==> config.mk <==
export PLATFORM = sky130hd
export DESIGN_NAME = pipelined_adder
export DESIGN_NICKNAME = d
export VERILOG_FILES = /design/src/rtl/pipelined_adder.sv
export SDC_FILE = /design/constraint.sdc
export NUM_CORES = 1
export LEC_CHECK = 0
export ABC_AREA = 1
export CAP_MARGIN = 20
export CORE_AREA = 2 2 186 188
export DETAILED_ROUTE_END_ITERATION = 12
export DIE_AREA = 0 0 188 190
export GPL_TIMING_DRIVEN = 0
export PLACE_DENSITY = 0.73
export SYNTH_ARGS = -nofsm -noshare
export SYNTH_HDL_FRONTEND = slang
export SYNTH_SLANG_ARGS = --single-unit
==> constraint.sdc <==
create_clock -name clk -period 11.4 [get_ports clk]
set_input_delay 1.14 -clock clk [delete_from_list [all_inputs] [get_ports clk]]
set_output_delay 1.14 -clock clk [all_outputs]
set_load 0.02 [all_outputs]
==> src/rtl/pipelined_adder.sv <==
// Pipelined add/subtract unit with LEGv8-style N/Z/C/V flags.
// The carry chain is cut into STAGES chunks, one chunk resolved per pipeline stage.
module pipelined_adder #(
    parameter int WIDTH  = 64,
    parameter int STAGES = 4
) (
    input  logic             clk,
    input  logic             reset,
    input  logic             in_valid,
    output logic             in_ready,
    input  logic [WIDTH-1:0] a,
    input  logic [WIDTH-1:0] b,
    input  logic             sub,
    output logic             out_valid,
    input  logic             out_ready,
    output logic [WIDTH-1:0] out,
    output logic             flag_n,
    output logic             flag_z,
    output logic             flag_c,
    output logic             flag_v,
    output logic             busy
);

    localparam int CHUNK = WIDTH / STAGES;
    localparam int LAST  = STAGES - 1;

    logic              adv;

    // Per-stage registers: operands travel whole, result fills in chunk by chunk.
    logic [STAGES-1:0] vld;
    logic [STAGES-1:0] rc;
    logic [WIDTH-1:0]  ra [STAGES];
    logic [WIDTH-1:0]  rb [STAGES];
    logic [WIDTH-1:0]  rs [STAGES];
    logic              rz;
    logic              rv;

    // Values presented to each stage's chunk adder.
    logic [STAGES-1:0] pv;
    logic [STAGES-1:0] pc;
    logic [WIDTH-1:0]  pa [STAGES];
    logic [WIDTH-1:0]  pb [STAGES];
    logic [WIDTH-1:0]  ps [STAGES];

    logic [STAGES-1:0] nc;
    logic [WIDTH-1:0]  ns [STAGES];
    logic [CHUNK:0]    csum;

    assign adv       = !vld[LAST] || out_ready;
    assign in_ready  = adv;
    assign out_valid = vld[LAST];
    assign busy      = |vld;
    assign out       = rs[LAST];
    assign flag_n    = rs[LAST][WIDTH-1];
    assign flag_z    = rz;
    assign flag_c    = rc[LAST];
    assign flag_v    = rv;

    always_comb begin
        pv[0] = in_valid;
        pc[0] = sub;
        pa[0] = a;
        pb[0] = sub ? ~b : b;
        ps[0] = '0;
        for (int unsigned k = 1; k < STAGES; k++) begin
            pv[k] = vld[k-1];
            pc[k] = rc[k-1];
            pa[k] = ra[k-1];
            pb[k] = rb[k-1];
            ps[k] = rs[k-1];
        end
    end

    always_comb begin
        csum = '0;
        for (int unsigned k = 0; k < STAGES; k++) begin
            ns[k] = ps[k];
            csum  = {1'b0, pa[k][k*CHUNK +: CHUNK]}
                  + {1'b0, pb[k][k*CHUNK +: CHUNK]}
                  + (CHUNK+1)'(pc[k]);
            ns[k][k*CHUNK +: CHUNK] = csum[CHUNK-1:0];
            nc[k] = csum[CHUNK];
        end
    end

    always_ff @(posedge clk or posedge reset) begin
        if (reset) begin
            vld <= '0;
            rc  <= '0;
            rz  <= 1'b0;
            rv  <= 1'b0;
            for (int unsigned k = 0; k < STAGES; k++) begin
                ra[k] <= '0;
                rb[k] <= '0;
                rs[k] <= '0;
            end
        end else if (adv) begin
            vld <= pv;
            rc  <= nc;
            for (int unsigned k = 0; k < STAGES; k++) begin
                ra[k] <= pa[k];
                rb[k] <= pb[k];
                rs[k] <= ns[k];
            end
            // Z and V need the complete result, so they are formed in the final stage.
            rz <= (ns[LAST] == '0);
            rv <= (pa[LAST][WIDTH-1] == pb[LAST][WIDTH-1]) &&
                  (ns[LAST][WIDTH-1] != pa[LAST][WIDTH-1]);
        end
    end

endmodule

== Yosys cells after proc, flatten, opt, wreduce, memory -nomap -nowiden ==
Index checks and enable logic that the tools add are counted.
Cells by class
  $add $sub $neg: 8
  multiply operators: 0
  div/mod/pow operators: 0
  magnitude comparators: 0
  eq/ne operators: 2
  shift-type cells: 0
  muxes and demuxes: 1
  bitwise logic cells: 1
  reductions and logical operators: 5
Operators with widths (count)
  adder 16 x 16 -> 17 bit: 4
  adder 17 x 1 -> 17 bit: 4
  logical NOT 64 bit: 1
  2-to-1 mux 64 bit: 1
  NOT 64 bit: 1
  OR reduction 4 bit: 1
  == test 1 bit: 1
  logical AND 1 bit: 1
  logical NOT 1 bit: 1
  logical OR 1 bit: 1
  != test 1 bit: 1
Word-level totals
  bits in registers: 554
  latch bits: 0
  RAM bits: 0
  ROM bits: 0
  input bits: 133
  output and inout port bits: 71
  word-level logic and storage cells: 31
  memories kept: 0

== Depth between registers and ports, before layout ==
Gate-level depths: netlist of the first run.
  word-level depth: 4
  gate-level depth with buffers: 16
  depth with buffers taken out: 16

== Least setup slack after synthesis of the first run ==
No wires, ideal clock.
  kind: input to output
  start point: input out_ready
  end point: output in_ready
  arrival: 1.982 ns
  data required time: 10.260 ns
  slack: 8.278 ns
  stages on the path: 4
  path buffers: 2
  cells stage by stage: inv_1 nand2_1 clkbuf_1 clkbuf_1
Between the ends
  longest elaborated chain between the ends: 1
Ends and longest elaborated chain
  start, declared: line 15  | input logic out_ready,
  logical OR 1 bit: line 49  | assign adv = !vld[LAST] || out_ready;
  end, declared: line 10  | output logic in_ready,
No other way between the ends.

== Worst setup path after layout of the first run ==
Same ends and word-level chain as after synthesis.

==> results by group, run 1 <==
Logic synthesis
  • Synth Area per Inst: 8.72 µm²
  • Largest family of logic cells by synthesized area: simple AND/OR/NAND/NOR gates
  • Simple-gate portion of the synthesized area: 0.194
  • Top-area cell type share of the netlist area: 0.533
  • Main synth FF type: dfrtp_1
  • Adder-Cell Fraction of Synth Area: 0.0524
  • EDFF count, synth: 0
  • XOR/XNOR Fraction of Synth Area: 0.0490
  • Yosys warns: 0
  • Compound-cell area share of the yosys netlist: 0.117
  • Mux contribution to synthesized area: 0
  • Synth Register Bits: 362
  • Syn Inst Count: 1949
  • Synth top area cells: dfrtp_1 53%, nand2_1 15%, o21ai_0 7.2%
  • Unique masters post-synth: between 40 and 50
  • Sequential-to-total area share from yosys stat: 0.533
  • Post-Syn Nets: roughly 2100
  • Post-synth design cell area: 0.0170 mm²
  • Post-synth ARST share: 1.00
  • Largest area contributor in the netlist: dfrtp_1

Pwr
  • IR drop worst, VDD: 0.116 mV
  • Net switching power: 2.42 mW
  • Clock power share: 0.205
  • Leak Pwr: 10.1 nW
  • Int Power: 3.57 mW
  • Design Power: 5.99 mW
  • Sw Share: 0.404
  • Logic pwr share: 0.429
  • Power Density: roughly 290 mW/mm²
  • Flop pwr share: 0.366

Setup path
  • Critical Path RT: 10.26 ns
  • Worst EP arrival: 3.50 ns
  • Critical Path End Type: output pin
  • Reg-to-reg endpoint: flag_z
  • Max Fanout on Critical Path: 10
  • Startpoint Class: primary input
  • Reg2reg path depth: 15
  • Critical path class: primary input to output pin
  • Worst reg2reg path startpoint: rc[2]
  • Reg2reg setup slack: 8.77 ns

Clock network
  • Postcts setup bufs: 0
  • TritonCTS buffer count: 38
  • H-Tree Level Count: 2
  • Clock slew at reported path FFs: about 0.05 ns
  • Clock root cell: clkbuf_16
  • # hold bufs at CTS: 0
  • Sink Count: approximately 360
  • Cts repair resizes: 0
  • Clk buf depth: 3
  • Worst-Skew Late Latency: 0.53 ns
  • CTS tree: done

GRT
  • GRT overflow: 0
  • Global-route wire length before repair: 73.3 mm
  • Largest net degree at the start of global routing: 106
  • Initial antenna violation count: 0
  • Total GRT Usage: 0.262
  • Vias in the first global route: ~14000

STA
  • Period utilisation layout: 0.407
  • Setup Skew: 0.0225 ns
  • Final worst slack: ~6.8 ns
  • Slew @ Worst Pin: 1.00 ns
  • Fin. Hold Viols: 0
  • Slew Viols, Final: 0
  • Final-report setup violation count: 0
  • RSZ-0062 raised after global routing: false
  • Fmax: 215 MHz
  • Fin crit period: 4.64 ns
  • Setup_tns: 0 ns
  • Relative slew margins: 0.332

Detailed routing
  • Final ANT Viol Nets: 0
  • Total iterations of the first detailed-routing run: 4
  • DR vias: about 14000
  • Starting DRC count in detailed routing: 830
  • Vias/cell: slightly above 5
  • Wire per inst: approximately 17 µm
  • Final wirelength: 45.5 mm
  • DRC: 0

Floorplanning
  • Die Ht: 190 µm
  • Die ar.: 0.0357 mm²
  • Site Rows: 68
  • Die width: 188 µm
  • Core Footprint: 0.0339 mm²
  • Ports: about 200
  • Initial core utilization: 0.500

Place
  • Final Wtd Congestion: 0.896
  • Final HPWL DP: roughly 34 mm
  • Port bufs: 202
  • Worst slack, placed: 6.78 ns

Cells and area
  • Area Growth Syn to Fin: 23.1%
  • Core Util, Final: 0.616
  • Register Area: ~0.009 mm²
  • Multi-input gate area: 0.00701 mm²
  • Layout cell share with drive strength beyond 1: 0.0676
  • Commonest non-fill, non-tap cell in the layout: nand2_1
  • Most frequent cells in the layout: 684 x nand2_1, 362 x dfrtp_1, 246 x o21ai_0, 202 x clkdlybuf4s50_1, 139 x inv_1
  • # fillers: 2931
  • # nets final: 2394
  • Antenna cell count: 0

Worst hold path
  • Hold WC Path Type: flip-flop to flip-flop
  • Worst Hold End: out[27]
  • Worst hold path depth: 2
  • Worst Min Path Start: out[27]

Run
  • Max Cap Viol: 0

Status
  • Status: finished clean
[how the worst max path moves through the flow]
| stage | startpoint | endpoint | depth (start not counted) |
|---|---|---|---|
| floorplan | reset | flag_v | 1 |
| global placement | reset | pb[168] | 2 |
| detailed placement | out_ready | in_ready | 6 |
| CTS | out_ready | in_ready | 6 |
| global route | out_ready | in_ready | 6 |
| finish | out_ready | in_ready | 6 |
[synth_stat cells, types with 4 or more instances]
library cell  number
a21oi_2            5
o21ai_2            7
nor2_1            66
ha_1              60
dfrtp_1          362
o21bai_1           4
nand2_1          684
xor2_1            30
nand4_1           12
a31oi_1            6
a21o_1             8
inv_1            140
a21boi_2           4
clkbuf_1          45
fa_1               7
o31ai_1            6
nand2_2           17
buf_2             38
a21oi_1           47
nand3b_1           5
o21ai_1           16
xnor2_1           65
nand3_1           38
o21ai_0          246
[flip-flops by register name, summed over array words and instances (netlist names)]
signal,cells
pa,96
pb,96
rc,4
vld,4
flag_z,1
flag_v,1
out,64
ns,96
[metal layers]
layer  wire (µm)  track usage  part of all wire
met5           0            0                 0
met4        1620       0.0957             0.036
met3        2210       0.0338             0.049
met2       22000        0.448              0.48
met1       19700        0.343              0.43
[stage by stage]
stage	hold WS, ns	std cells	instance area, µm²
5_1_grt	0.499	2673	20900
3_3_place_gp	0.454	2606	19600
4_1_cts	0.474	2673	20900
6_report	0.470	2673	20900
3_5_place_dp	0.459	2609	19700
2_1_floorplan	0.442	1949	17000
[logic make-up after synthesis]
family,count (synthesis)
AO/OA/AOI/OAI,362
adder cells (fa/ha/maj),67
buffers and inverters,230
flip-flops,362
XOR/XNOR,95
AND/OR/NAND/NOR,833
[power groups by stage]
stage | registers [mW] | clock network, mW | logic (mW)
3_5_place_dp | 2.20 | 0 | 2.56
2_1_floorplan | 2.25 | 0 | 1.59
3_3_place_gp | 2.20 | 0 | 2.50
5_1_grt | 2.26 | 1.30 | 2.89
6_report | 2.20 | 1.23 | 2.57
4_1_cts | 2.19 | 1.25 | 2.58
[area by class of cell]
cell class | instances | share of cell area
buffer | 87 | 0.0184
clock buffer | 53 | 0.0535
clock inverter | 11 | 0.00580
inverter | 143 | 0.0260
multi-input combinational | 1357 | 0.335
sequential | 362 | 0.433
tap | 455 | 0.0272
timing repair buffer | 205 | 0.101
[worst max-delay path, cell delays in order]
cell	delay [ns]
clkdlybuf4s50_1	0.45
inv_1	0.04
nand2_1	0.30
clkbuf_1	0.42
clkbuf_1	0.43
clkdlybuf4s50_1	0.71
No activity file was read; power rests on OpenSTA's default activity.
==> inputs of run 2 (changes only) <==
--- a/config.mk
+++ b/config.mk
@@ -7,11 +7,11 @@
 export LEC_CHECK = 0
 export ABC_AREA = 1
 export CAP_MARGIN = 20
-export CORE_AREA = 2 2 186 188
+export CORE_AREA = 2 2 178 180
 export DETAILED_ROUTE_END_ITERATION = 12
-export DIE_AREA = 0 0 188 190
+export DIE_AREA = 0 0 180 182
 export GPL_TIMING_DRIVEN = 0
-export PLACE_DENSITY = 0.73
+export PLACE_DENSITY = 0.76
 export SYNTH_ARGS = -nofsm -noshare
 export SYNTH_HDL_FRONTEND = slang
 export SYNTH_SLANG_ARGS = --single-unit
==> constraint.sdc (replaced) <==
create_clock -name clk -period 4.4 [get_ports clk]
set_input_delay 0.44 -clock clk [delete_from_list [all_inputs] [get_ports clk]]
set_output_delay 0.44 -clock clk [all_outputs]
set_load 0.02 [all_outputs]
==> results by group, run 2 (synthesized netlist as in run 1, its figures left out) <==
Floorplanning
  • Ports: 204
  • Die Ht: 182 µm
  • Die width: 180 µm
  • Core Footprint: about 0.031 mm²
  • Site Rows: 65
  • Die ar.: 0.0328 mm²
  • Initial core utilization: 0.548

GRT
  • Vias in the first global route: 13800
  • GRT overflow: 0
  • Largest net degree at the start of global routing: 46
  • Initial antenna violation count: 1
  • Global-route wire length before repair: 71.8 mm
  • Total GRT Usage: 0.277

Pwr
  • Power Density: 743 mW/mm²
  • IR drop worst, VDD: between 0.3 and 0.4 mV
  • Leak Pwr: 10.1 nW

Cells and area
  • Area Growth Syn to Fin: 23.0%
  • Layout cell share with drive strength beyond 1: 0.0679
  • # fillers: 2460
  • Most frequent cells in the layout: 684 x nand2_1, 362 x dfrtp_1, 246 x o21ai_0, 202 x clkdlybuf4s50_1, 139 x inv_1
  • Core Util, Final: 0.674
  • # nets final: 2398
  • Antenna cell count: 0
  • Non-Filler Instances: around 2600
  • Commonest non-fill, non-tap cell in the layout: nand2_1

STA
  • Period utilisation layout: 0.769
  • Slew @ Worst Pin: between 0.9 and 1 ns
  • Relative slew margins: 0.395
  • Fmax: just under 300 MHz
  • Final worst slack: 1.02 ns
  • Final-report setup violation count: 0
  • Fin. Hold Viols: 0
  • Fin crit period: 3.38 ns
  • Setup Skew: 0.0122 ns
  • Slew Viols, Final: 0
  • RSZ-0062 raised after global routing: false

Setup path
  • Startpoint Class: flip-flop
  • Reg2reg setup slack: 1.80 ns
  • Critical path class: flip-flop to output pin
  • Reg-to-reg endpoint: flag_z
  • Critical Path RT: 3.96 ns
  • Reg2reg path depth: 15
  • Worst EP arrival: 2.94 ns
  • Critical Path End Type: output pin
  • Max Fanout on Critical Path: 10
  • Worst reg2reg path startpoint: rc[2]

Detailed routing
  • DR vias: around 14000
  • Starting DRC count in detailed routing: around 830
  • Total iterations of the first detailed-routing run: 5
  • Wire per inst: 17.0 µm
  • DRC: 0
  • Vias/cell: 5.30
  • Final ANT Viol Nets: 0
  • Final wirelength: 44.8 mm

Clock network
  • Cts repair resizes: 0
  • Worst-Skew Late Latency: between 0.5 and 0.6 ns
  • Clk buf depth: 3
  • TritonCTS buffer count: 37
  • Sink Count: 362
  • Postcts setup bufs: 0
  • H-Tree Level Count: 2
  • Clock slew at reported path FFs: 0.06 ns
  • # hold bufs at CTS: 0
  • Clock root cell: clkbuf_16
  • CTS tree: done

Place
  • Worst slack, placed: about 1.1 ns
  • Final Wtd Congestion: roughly 0.90
  • Final HPWL DP: 33.9 mm
  • Port bufs: 202
  • Placed Instances: 2561

Worst hold path
  • Hold WC Path Type: primary input to flip-flop
  • Worst hold path depth: 3
  • Worst Hold End: pb[188]
  • Worst Min Path Start: sub

Run
  • Max Cap Viol: 0

Status
  • Status: finished clean
## run 2: worst max-delay path, stage by stage, from the launching register on
cell,delay (ns)
dfrtp_1,0.44
nand2_1,0.33
clkbuf_1,0.50
clkbuf_1,0.44
clkdlybuf4s50_1,0.70
## run 2: area by class of cell
type / count / area [µm²] / area share
multi-input cells: 1357 / 7010 / 0.335
inverters: 143 / 541 / 0.0259
flip-flops and latches: 362 / 9060 / 0.433
clock buffers: 57 / 1120 / 0.0538
well taps: 402 / 503 / 0.0241
clock inverters: 8 / 97.6 / 0.00467
repair buffers: 210 / 2180 / 0.104
plain buffers: 87 / 385 / 0.0184
## run 2: metal layers
metal | routed length (µm) | vias up | share of wire | track usage
met5 | 0 | - | 0 | 0
met4 | 1680 | 0 | 0.038 | 0.103
met3 | 2890 | 93 | 0.064 | 0.0491
met2 | 21400 | 428 | 0.48 | 0.464
met1 | 18800 | 6658 | 0.42 | 0.364
li1 | - | 6731 | - | -
## run 2: metrics by stage
stage	power [mW]	hold WS, ns	setup TNS (ns)	area, µm²
after detailed placement	12.3	0.458	0	19700
after global placement	12.1	0.454	-1093.64	19500
after floorplan	9.96	0.442	-323.72	17000
after global routing	16.7	0.389	0	20900
final	15.5	0.387	0	20900
after CTS	15.5	0.385	0	20900
## run 2: how the worst max path moves through the flow
stage | startpoint | to | cells past startpoint
floorplan | reset | flag_v | 1
global placement | reset | pb[166] | 2
detailed placement | out_ready | in_ready | 6
CTS | vld[3] | in_ready | 4
global route | vld[3] | in_ready | 4
finish | vld[3] | in_ready | 4
## run 2: report_power, final
part / switching [mW] / internal, mW
logic: 4.10 / 2.56
registers: 0.894 / 4.81
clock network: 1.28 / 1.88
